### config.mk
export PLATFORM = sky130hd
export DESIGN_NAME = clint
export DESIGN_NICKNAME = d
export VERILOG_FILES = /design/src/rtl/clint_pkg.sv /design/src/rtl/clint.sv
export SDC_FILE = /design/constraint.sdc
export NUM_CORES = 1
export LEC_CHECK = 0
export ABC_CLOCK_PERIOD_IN_PS = 1480
export CAP_MARGIN = 5
export CORE_UTILIZATION = 36
export CTS_CLUSTER_DIAMETER = 50
export DETAILED_ROUTE_END_ITERATION = 8
export PLACE_DENSITY_LB_ADDON = 0.1
export SETUP_SLACK_MARGIN = 0.3
export SLEW_MARGIN = 20
export SYNTH_ARGS = -nofsm -noshare
export SYNTH_HDL_FRONTEND = slang
export SYNTH_SLANG_ARGS = --single-unit
### constraint.sdc
create_clock -name clk_i -period 1.48 [get_ports clk_i]
set_input_delay 0.222 -clock clk_i [delete_from_list [all_inputs] [get_ports clk_i]]
set_output_delay 0.222 -clock clk_i [all_outputs]
set_load 0.05 [all_outputs]
### src/rtl/clint_pkg.sv
// Shared types and constants for the core-local interrupt/exception sequencer.
package clint_pkg;

  typedef enum logic [2:0] {
    StIdle,
    StMepc,
    StMcause,
    StMstatus,
    StAssert,
    StMret,
    StMretAssert
  } state_e;

  localparam logic [31:0] CsrMepc    = 32'h0000_0341;
  localparam logic [31:0] CsrMcause  = 32'h0000_0342;
  localparam logic [31:0] CsrMstatus = 32'h0000_0300;
  localparam logic [31:0] CsrMtvec   = 32'h0000_0305;

  localparam logic [31:0] InstEcall  = 32'h0000_0073;
  localparam logic [31:0] InstEbreak = 32'h0010_0073;
  localparam logic [31:0] InstMret   = 32'h3020_0073;

  localparam logic [31:0] CauseEcall  = 32'd11;
  localparam logic [31:0] CauseEbreak = 32'd3;

  localparam int unsigned MieBit  = 3;
  localparam int unsigned MpieBit = 7;

  function automatic logic [31:0] trap_base(input logic [31:0] mtvec);
    return {mtvec[31:2], 2'b00};
  endfunction

endpackage

### src/rtl/clint.sv
// Trap/interrupt sequencer: writes mepc/mcause/mstatus, then redirects the pipeline.
// Optional macro CLINT_VECTORED_EN enables vectored mode for async interrupts.
module clint
  import clint_pkg::*;
#(
  parameter int unsigned INT_W       = 8,
  parameter logic [31:0] ASYNC_CAUSE = 32'h8000_0007
) (
  input  logic             clk_i,
  input  logic             rst_n_i,
  input  logic [31:0]      inst_i,
  input  logic [31:0]      inst_addr_i,
  input  logic             jump_flag_i,
  input  logic [31:0]      jump_addr_i,
  input  logic             div_started_i,
  input  logic [INT_W-1:0] int_flag_i,
  input  logic [31:0]      csr_mtvec_i,
  input  logic [31:0]      csr_mepc_i,
  input  logic [31:0]      csr_mstatus_i,
  output logic             we_o,
  output logic [31:0]      waddr_o,
  output logic [31:0]      data_o,
  output logic             hold_flag_o,
  output logic             int_assert_o,
  output logic [31:0]      int_addr_o
);

  state_e      state_q, state_d;
  logic [31:0] cause_q, epc_q;
  logic        idle, sync_ev, async_ev, mret_ev;
  logic [31:0] sync_cause;
  logic [31:0] trap_addr;

  logic        we_d, assert_d;
  logic [31:0] waddr_d, data_d, addr_d;

  assign idle       = (state_q == StIdle);
  assign sync_ev    = idle && ((inst_i == InstEcall) || (inst_i == InstEbreak));
  assign sync_cause = (inst_i == InstEcall) ? CauseEcall : CauseEbreak;
  // A divide in flight defers the interrupt; it is re-evaluated every cycle.
  assign async_ev   = idle && !sync_ev && (|int_flag_i) && csr_mstatus_i[MieBit] &&
                      !div_started_i;
  assign mret_ev    = idle && !sync_ev && !async_ev && (inst_i == InstMret);

  assign hold_flag_o = !idle || sync_ev || async_ev || mret_ev;

`ifdef CLINT_VECTORED_EN
  always_comb begin
    trap_addr = trap_base(csr_mtvec_i);
    if ((csr_mtvec_i[1:0] == 2'b01) && cause_q[31]) begin
      trap_addr = trap_base(csr_mtvec_i) + {cause_q[29:0], 2'b00};
    end
  end
`else
  logic unused_mode;
  assign unused_mode = ^csr_mtvec_i[1:0];
  assign trap_addr   = trap_base(csr_mtvec_i);
`endif

  // State register plus the trap context latched on acceptance.
  always_ff @(posedge clk_i or negedge rst_n_i) begin
    if (!rst_n_i) begin
      state_q <= StIdle;
      cause_q <= '0;
      epc_q   <= '0;
    end else begin
      state_q <= state_d;
      if (sync_ev) begin
        cause_q <= sync_cause;
        epc_q   <= inst_addr_i;
      end else if (async_ev) begin
        cause_q <= ASYNC_CAUSE;
        epc_q   <= jump_flag_i ? jump_addr_i : inst_addr_i;
      end
    end
  end

  always_comb begin
    state_d = state_q;
    unique case (state_q)
      StIdle: begin
        if (sync_ev || async_ev) begin
          state_d = StMepc;
        end else if (mret_ev) begin
          state_d = StMret;
        end
      end
      StMepc:       state_d = StMcause;
      StMcause:     state_d = StMstatus;
      StMstatus:    state_d = StAssert;
      StAssert:     state_d = StIdle;
      StMret:       state_d = StMretAssert;
      StMretAssert: state_d = StIdle;
      default:      state_d = StIdle;
    endcase
  end

  always_comb begin
    we_d     = 1'b0;
    waddr_d  = '0;
    data_d   = '0;
    assert_d = 1'b0;
    addr_d   = '0;
    unique case (state_q)
      StMepc: begin
        we_d    = 1'b1;
        waddr_d = CsrMepc;
        data_d  = epc_q;
      end
      StMcause: begin
        we_d    = 1'b1;
        waddr_d = CsrMcause;
        data_d  = cause_q;
      end
      StMstatus: begin
        we_d            = 1'b1;
        waddr_d         = CsrMstatus;
        data_d          = csr_mstatus_i;
        data_d[MpieBit] = csr_mstatus_i[MieBit];
        data_d[MieBit]  = 1'b0;
      end
      StAssert: begin
        assert_d = 1'b1;
        addr_d   = trap_addr;
      end
      StMret: begin
        we_d            = 1'b1;
        waddr_d         = CsrMstatus;
        data_d          = csr_mstatus_i;
        data_d[MieBit]  = csr_mstatus_i[MpieBit];
        data_d[MpieBit] = 1'b1;
      end
      StMretAssert: begin
        assert_d = 1'b1;
        addr_d   = csr_mepc_i;
      end
      default: ;
    endcase
  end

  always_ff @(posedge clk_i or negedge rst_n_i) begin
    if (!rst_n_i) begin
      we_o         <= 1'b0;
      waddr_o      <= '0;
      data_o       <= '0;
      int_assert_o <= 1'b0;
      int_addr_o   <= '0;
    end else begin
      we_o         <= we_d;
      waddr_o      <= waddr_d;
      data_o       <= data_d;
      int_assert_o <= assert_d;
      int_addr_o   <= addr_d;
    end
  end

endmodule
==> results of run 1 <==
## layout make-up
type                       instances  area, µm²
inverter                           2       7.51
clock inverter                     6       65.1
tap                              211        264
antenna                            2       5.00
fill                            1156       4890
clock buffer                      10        229
timing repair buffer             367       3980
multi-input combinational        357       3190
sequential                       107       2680
## metrics by stage
stage               instances  instance area, µm²  setup WS (ps)  setup TNS [ps]
floorplan                 555                5950           -524          -17790
finish                   1062               10400           -417          -13670
detailed placement        993                8830           -999          -35140
CTS                      1044               10100           -393          -12960
global route             1062               10400           -464          -18130
global placement          993                8830           -941          -33850
## per-layer routing
layer,vias to the layer above,track usage [%],part of all wire (%)
li1,2641,-,-
met1,2857,30.4,38
met2,298,44.1,50
met3,48,6.41,8.7
met4,0,11.2,3.4
met5,-,0,0
## power by group
group | switching (µW) | leakage (µW) | internal, µW | total (µW)
Combinational | 5720 | 0.00300 | 4540 | 10300
Sequential | 703 | 0.00129 | 3970 | 4670
Clock | 1130 | 0.000143 | 1320 | 2450
## registers in the layout (all words and copies together) (netlist names)
signal	count
cause_q	3
state_q	3
epc_q	32
waddr_o	4
int_assert_o	1
data_o	32
int_addr_o	32
## cell usage in the layout, fill, tap and decap left out, types with 3 or more instances in the layout
cell / count
buf_8: 4
nand2_2: 6
clkbuf_16: 15
dlygate4sd2_1: 19
nand2_1: 43
o211ai_1: 4
clkdlybuf4s50_1: 172
conb_1: 27
nor2_4: 3
dfrtp_1: 106
a22oi_2: 3
buf_16: 9
o211ai_2: 29
nor3_4: 3
buf_12: 31
mux2_2: 32
and2_4: 5
o2111ai_2: 30
a22o_1: 55
buf_4: 94
o21ai_1: 5
buf_6: 23
nor4_2: 4
buf_2: 5
clkbuf_2: 3
nand4_1: 65
## worst paths after layout
path | startpoint | to
min in group clk_i | csr_mepc_i[0] | int_addr_o[0]
max in group asynchronous | rst_n_i | data_o[5]
setup / recovery | inst_i[22] | epc_q[7]
setup reg to reg | state_q[1] | epc_q[7]
hold / removal | rst_n_i | epc_q[25]
hold reg to reg | cause_q[1] | cause_q[1]
## Yosys cell counts, types with 2 or more instances
cell       instances  area, µm²
nand4_1           65        407
a31oi_1            2       12.5
nand2b_1           4       25.0
o2111ai_1         32        280
a22o_1            56        490
mux2_2            32        360
o211ai_2          29        363
a21oi_1            3       15.0
a22oi_1            4       30.0
buf_4             29        218
or4_1              2       15.0
clkbuf_1          55        206
nor3_1             3       15.0
nand3_1            3       15.0
nor4_1             6       37.5
o211ai_1           4       30.0
nor2_1             5       18.8
dfrtp_1          107       2680
inv_1              2       7.51
buf_6              4       45.0
a21o_1             2       15.0
and2_1             5       31.3
or3_1              2       12.5
nand2_1           50        188
o21ai_0            7       35.0
nor2b_1            2       12.5
## logic make-up after synthesis
logic type / after synthesis / synth area share [%]
simple gates: 153 / 14.7
xor+xnor: 1 / 0.154
other cells: 1 / 0.0660
buf+inv: 92 / 8.55
flops: 107 / 47.2
mux: 33 / 6.52
compound gates: 142 / 22.8
## critical path, stage by stage
cell	delay [ps]
buf_2	100
or4_4	520
or4_4	650
buf_6	170
buf_12	130
o2111ai_2	160
nand4_1	140
## timing repair
item                                    4_1_cts  5_1_grt
setup buffers                                24        9
pin swaps                                    33       52
hold buffers                                  1        0
endpoints found under the hold margin        21        0
gates resized for setup                     142       38
cloned                                       10        7
endpoints found under the setup margin      104      109
==> impl_metrics.csv, run 1 <==
group,metric,value,unit
synthesis,synth_area,5680,µm²
place,dp_hpwl,13500,µm
sta,fin_ws,-417,ps
sta,clock_skew,7.67,ps
clock_network,h-tree-depth,3,
drt,num_vias,5844,
clock_network,numClockSinks,107,
floorplan,rows,45,
hold_path,worst_hold_path_type,"in2async",
global_route,grt_usage,25.7,%
synthesis,syn-instance-count,529,
drt,firstDrtPassIters,4,
final_layout,area.growth.synth_to_final,83.6,%
final_layout,nNetsFinal,1048,
global_route,grt_pass1_wl,31900,µm
power_and_ir_drop,peakVddDrop,0.000944,V
synthesis,yosys.cell_types.count,40,
sta,setup_violations,86,
sta,worst_pin_slew,950,ps
clock_network,root_buffer,"clkbuf_16",
sta,maxClockFrequency,527,MHz
global_route,overflow,0,
critical_path,arrival,2110,ps
global_route,antenna_found_initial,2,
critical_path,r2r_slack,-110,ps
clock_network,cts_buffers,9,
sta,timing.hold.ws,354,ps
synthesis,yosysSeqAreaShare,47.2,%
drt,wl_per_cell,20.8,µm
critical_path,end_kind,"flip-flop",
critical_path,start_kind,"primary input",
synthesis,syn_avg_cell_area,10.7,µm²
clock_network,cts.reportedPaths.clkPinSlew,70,ps
sta,slew_viol_final,0,
floorplan,chipHeight,128,µm
clock_network,clockBufferDepth,2,
floorplan,ioPinCount,303,
sta,rsz0062_at_grt,"yes",
floorplan,core_area,15300,µm²
critical_path,critPathKind,"in2reg",
sta,post-route-min-period,1900,ps
final_layout,final_core_util,68.1,%
drt,avgViaCountPerCell,5.50,
place,io_buffers,273,
floorplan,die_w,128,µm
global_route,first_global_vias,5903,
critical_path,required,1690,ps
critical_path,cp_max_fo,7,
drt,antenna_left,0,
drt,finalWirelength,22100,µm
final_layout,drive_above_1_share,39.6,%
sta,finalHoldViolCount,0,
synthesis,ys_ff_latch,107,
power_and_ir_drop,p_total,17400,µW
power_and_ir_drop,p_per_area,1670,nW/µm²
synthesis,async_flop_share,100,%
clock_network,cts_tree,"built",
status,outcome,"complete, but fails checks",
place,place_congestion,0.795,
run,max-cap-violations,0,
sta,slew_headroom,36.5,%
synthesis,yosysWarnings,0,
drt,drc_errors,0,
synthesis,synthFlopType,"dfrtp_1",
floorplan,start_util,37.1,%
drt,drt-initial-drc-count,279,
sta,period_share,128,%
clock_network,clock_latency,350,ps
status,violations,"negative setup slack",
floorplan,dieArea,16300,µm²
power_and_ir_drop,p_leak,0.00443,µW
critical_path,r2r_cells,5,
synthesis,synth_edf_count,0,
global_route,grt_max_degree,39,
Note: power is estimated with default switching activity, not from simulation.
==> inputs of run 2 (changes only) <==
- GPL_TIMING_DRIVEN: default -> 0
==> run 2 against run 1 <==
Effect of this change:
- the flow still finishes with violations (negative setup slack)
- clock-buffer cell count is 1 lower
- first-iteration DRC count is 23% higher
- clock skew is 2.1 ps lower
- combinational power hardly changed
- global-route usage is 0.20 points higher
- core utilization is 1.1 points lower
- sequential share of layout area is 0.41 points higher
- sequential power is 0.9% lower
- power is 0.22% higher
- non-clock buffer count is 43 higher
- critical path depth is 1 higher
- routed wire length is 2.4% lower
- critical path type unchanged
- critical endpoint is now epc_q[0]
- largest cell class unchanged
- largest power group unchanged
==> impl_metrics.csv, run 2 (synthesis gave the netlist of run 1 again) <==
group,metric,value,unit
final_layout,nNetsFinal,1090,
drt,drc_errors,0,
sta,post-route-min-period,1870,ps
critical_path,cp_max_fo,7,
final_layout,diodes,0,
final_layout,layout_common_cells,"clkdlybuf4s50_1 (168), dfrtp_1 (107), buf_4 (87)",
global_route,met1_usage,32.7,%
sta,setup_violations,61,
sta,slew_headroom,56.8,%
drt,num_vias,5917,
sta,finalHoldViolCount,0,
clock_network,h-tree-depth,3,
floorplan,core_area,15300,µm²
drt,antenna_left,0,
floorplan,dieArea,16300,µm²
power_and_ir_drop,peakVddDrop,0.00105,V
hold_path,worst_hold_path_type,"in2async",
drt,avgViaCountPerCell,5.37,
critical_path,arrival,2100,ps
place,place_congestion,0.891,
sta,clock_skew,5.53,ps
global_route,first_global_vias,5916,
global_route,top_usage_layer,"met2",
place,io_buffers,272,
clock_network,clockBufferDepth,2,
sta,finalSetupTns,-12970,ps
clock_network,numClockSinks,107,
final_layout,top_regs,"data_o: 32 flops, epc_q: 32 flops, int_addr_o: 32 flops",
critical_path,required,1700,ps
drt,drt-initial-drc-count,342,
floorplan,rows,45,
critical_path,critPathKind,"in2reg",
sta,rsz0062_at_grt,"yes",
floorplan,start_util,37.1,%
final_layout,area.growth.synth_to_final,80.6,%
drt,wl_per_cell,19.6,µm
clock_network,cts_buffers,9,
place,dp_hpwl,15200,µm
status,outcome,"complete, but fails checks",
floorplan,die_w,128,µm
sta,slew_viol_final,0,
sta,maxClockFrequency,534,MHz
global_route,grt_use_met3,4.69,%
power_and_ir_drop,p_total,17400,µW
place,dp_cells,1039,
sta,worst_pin_slew,648,ps
floorplan,ioPinCount,303,
global_route,use_met2,44.7,%
final_layout,drive_above_1_share,38.6,%
power_and_ir_drop,p_leak,0.00449,µW
global_route,grt_pass1_wl,32300,µm
critical_path,r2r_cells,5,
global_route,grt_usage,25.9,%
sta,fin_ws,-393,ps
clock_network,clock_latency,360,ps
final_layout,final_core_util,67.0,%
sta,period_share,127,%
power_and_ir_drop,p_per_area,1700,nW/µm²
critical_path,end_kind,"flip-flop",
global_route,overflow,0,
final_layout,layout.cells.non_filler,1102,
clock_network,cts_tree,"built",
clock_network,cts.reportedPaths.clkPinSlew,70,ps
critical_path,start_kind,"primary input",
drt,firstDrtPassIters,5,
place,dp_slack,-1480,ps
final_layout,layout_commonest_cell,"clkdlybuf4s50_1",
run,max-cap-violations,0,
floorplan,chipHeight,128,µm
drt,finalWirelength,21600,µm
global_route,antenna_found_initial,0,
global_route,grt_max_degree,69,
status,violations,"negative setup slack",
clock_network,root_buffer,"clkbuf_16",
==> run 2: final timing paths <==
path / from / slack, ps / end
max: inst_i[23] / -390 / epc_q[0]
min: rst_n_i / 340 / data_o[17]
max reg2reg: state_q[1] / -310 / cause_q[3]
min reg2reg: cause_q[1] / 550 / cause_q[1]
max in group asynchronous: rst_n_i / 460 / waddr_o[8]
min in group clk_i: inst_i[30] / 450 / epc_q[31]
==> run 2: where the power goes <==
group          switching [µW]  leakage, µW  total [µW]  internal [µW]
Sequential                670      0.00129        4630           3960
Clock                    1160     0.000149        2650           1500
Combinational            5700      0.00305       10100           4430
==> run 2: metal layers <==
metal	part of all wire (%)	up-vias	routed length [µm]
li1	-	2718	-
met1	41	2890	8820
met2	50	273	10800
met3	7.2	36	1560
met4	1.9	0	409
met5	0	-	0
==> run 2: timing repair <==
item	in CTS	in global routing
endpoints found under the hold margin	39	0
resized for setup	563	106
setup buffers	19	17
pin swaps	38	38
endpoints found under the setup margin	174	142
hold buffers	1	0
gates cloned	5	5
==> run 2: layout make-up <==
cell class / count / area (µm²)
plain buffers: 90 / 868
flip-flops and latches: 107 / 2680
clock inverters: 7 / 100
clock buffers: 9 / 225
fillers: 1241 / 5060
inverters: 2 / 7.51
repair buffers: 320 / 3070
well taps: 211 / 264
multi-input cells: 356 / 3040
==> run 2: worst max-delay path, stage by stage <==
cell and delay, ps:
buf_6 90, or4_4 540, or4_4 540, buf_6 140, buf_12 140, buf_8 130
o2111ai_2 170, nand4_1 120
==> run 2: stage by stage <==
step | area [µm²] | hold slack [ps]
6_report | 10300 | 337
5_1_grt | 10300 | 361
4_1_cts | 9790 | 338
3_5_place_dp | 8960 | 158
3_3_place_gp | 8940 | 448
2_1_floorplan | 5950 | -73.6
==> inputs of run 3 (changes only) <==
- ABC_CLOCK_PERIOD_IN_PS: 1480 -> 1690
- RECOVER_POWER: default -> 25
- clock period: 1.48 -> 1.69 ns (I/O delays scaled with it)
==> run 3 against run 2 <==
Effect of this change:
- the flow still finishes with violations (negative setup slack)
- sequential cell count did not move
- combinational power fell by 21%
- die area did not move
- clock-buffer cell count rose by 2
- non-clock buffer count fell by 21
- clock power fell by 18%
- via count fell by 2.4%
- cell count fell by 1.9%
- sequential share of layout area rose by 0.67 points
- global-route usage fell by 0.35 points
- largest power group unchanged
==> impl_metrics.csv, run 3 (synthesis gave the netlist of run 1 again) <==
group,metric,value,unit
status,outcome,"complete, but fails checks",
status,violations,"negative setup slack",
global_route,grt_pass1_wl,32000,µm
final_layout,final_core_util,65.3,%
floorplan,rows,45,
final_layout,drive_above_1_share,34.4,%
drt,drc_errors,0,
sta,slew_viol_final,0,
power_and_ir_drop,p_per_area,1420,nW/µm²
place,placed_cell_area,8860,µm²
floorplan,core_area,15300,µm²
sta,post-route-min-period,1890,ps
critical_path,start_kind,"primary input",
critical_path,arrival,2110,ps
clock_network,cts_tree,"built",
floorplan,ioPinCount,303,
critical_path,critPathKind,"in2reg",
sta,clock_skew,4.54,ps
drt,num_vias,5774,
place,dp_slack,-1300,ps
global_route,overflow,0,
hold_path,min_from,"inst_i[23]",
clock_network,clock_latency,350,ps
clock_network,h-tree-depth,3,
drt,avgViaCountPerCell,5.34,
sta,worst_pin_slew,927,ps
place,dp_hpwl,15000,µm
final_layout,diodes,0,
final_layout,final_area,10000,µm²
critical_path,cp_max_fo,6,
clock_network,root_buffer,"clkbuf_16",
sta,setup_violations,36,
final_layout,layout.cells.non_filler,1081,
floorplan,dieArea,16300,µm²
sta,fin_ws,-196,ps
drt,firstDrtPassIters,7,
global_route,antenna_found_initial,1,
sta,finalHoldViolCount,0,
power_and_ir_drop,p_leak,0.00423,µW
global_route,grt_usage,25.5,%
floorplan,die_w,128,µm
power_and_ir_drop,p_total,14200,µW
floorplan,chipHeight,128,µm
run,max-cap-violations,0,
final_layout,area.growth.synth_to_final,76.1,%
floorplan,start_util,37.1,%
global_route,grt_max_degree,73,
place,io_buffers,272,
drt,finalWirelength,20900,µm
place,dp_cells,1039,
critical_path,startpoint,"inst_i[30]",
power_and_ir_drop,peakVddDrop,0.000681,V
clock_network,clockBufferDepth,2,
sta,rsz0062_at_grt,"yes",
final_layout,top_regs,"data_o: 32 flops, epc_q: 32 flops, int_addr_o: 32 flops",
critical_path,r2r_start,"state_q[2]",
global_route,first_global_vias,5943,
hold_path,worst_hold_path_type,"in2reg",
final_layout,layout_commonest_cell,"clkdlybuf4s50_1",
sta,maxClockFrequency,530,MHz
clock_network,cts_buffers,9,
clock_network,numClockSinks,107,
drt,drt-initial-drc-count,237,
critical_path,required,1920,ps
critical_path,end_kind,"flip-flop",
final_layout,layout_common_cells,"clkdlybuf4s50_1 (165), dfrtp_1 (107), clkdlybuf4s15_2 (68)",
sta,slew_headroom,38.2,%
drt,wl_per_cell,19.4,µm
drt,antenna_left,0,
final_layout,nNetsFinal,1069,
place,place_congestion,0.829,
sta,period_share,112,%
clock_network,cts.reportedPaths.clkPinSlew,70,ps
critical_path,r2r_slack,-120,ps
==> run 3: layer usage <==
metal  GRT usage [%]  up-vias  routed length [µm]
li1                -     2677                   -
met1            32.0     2802                8520
met2            44.4      267               10500
met3            5.19       28                1550
met4            7.27        0                 352
met5               0        -                   0
==> run 3: worst paths after layout <==
kind                                 end  cells past startpoint
max                             epc_q[0]                      8
min                             epc_q[0]                      5
max reg2reg                    epc_q[27]                      6
min reg2reg                   cause_q[1]                      1
max in group asynchronous  int_addr_o[8]                      3
min in group asynchronous     data_o[17]                      2
==> run 3: power breakdown <==
group	internal [µW]	total [µW]	switching, µW
registers	3470	4050	575
logic	3250	7940	4700
clock network	1200	2180	983
==> run 3: through the flow <==
step | hold WS [ps] | setup TNS, ps
after floorplan | -42.1 | -11530
after global placement | 455 | -463250
after detailed placement | 172 | -47110
after CTS | 354 | -5570
after global routing | 447 | -7140
final | 435 | -5330
==> run 3: area by class of cell <==
| type | count | area, µm² |
|---|---|---|
| Fill cell | 1243 | 5320 |
| Timing Repair Buffer | 300 | 3070 |
| Multi-Input combinational cell | 356 | 2930 |
| Sequential cell | 107 | 2680 |
| Buffer | 89 | 747 |
| Tap cell | 211 | 264 |
| Clock buffer | 11 | 243 |
| Clock inverter | 5 | 60.1 |
| Inverter | 2 | 7.51 |
==> run 3: timing repair <==
action,4_1_cts,5_1_grt
hold endpoints to repair,35,0
gates resized for setup,380,59
setup endpoints to repair,174,104
hold buffers,1,0
setup buffers,18,6
gates cloned,1,1
pin swaps,25,15
==> run 3: critical path, stage by stage <==
cell       delay (ps)
buf_6              90
or4b_4            540
or4_4             530
buf_6             150
buf_12            140
buf_8             130
o2111ai_2         170
nand4_1           110
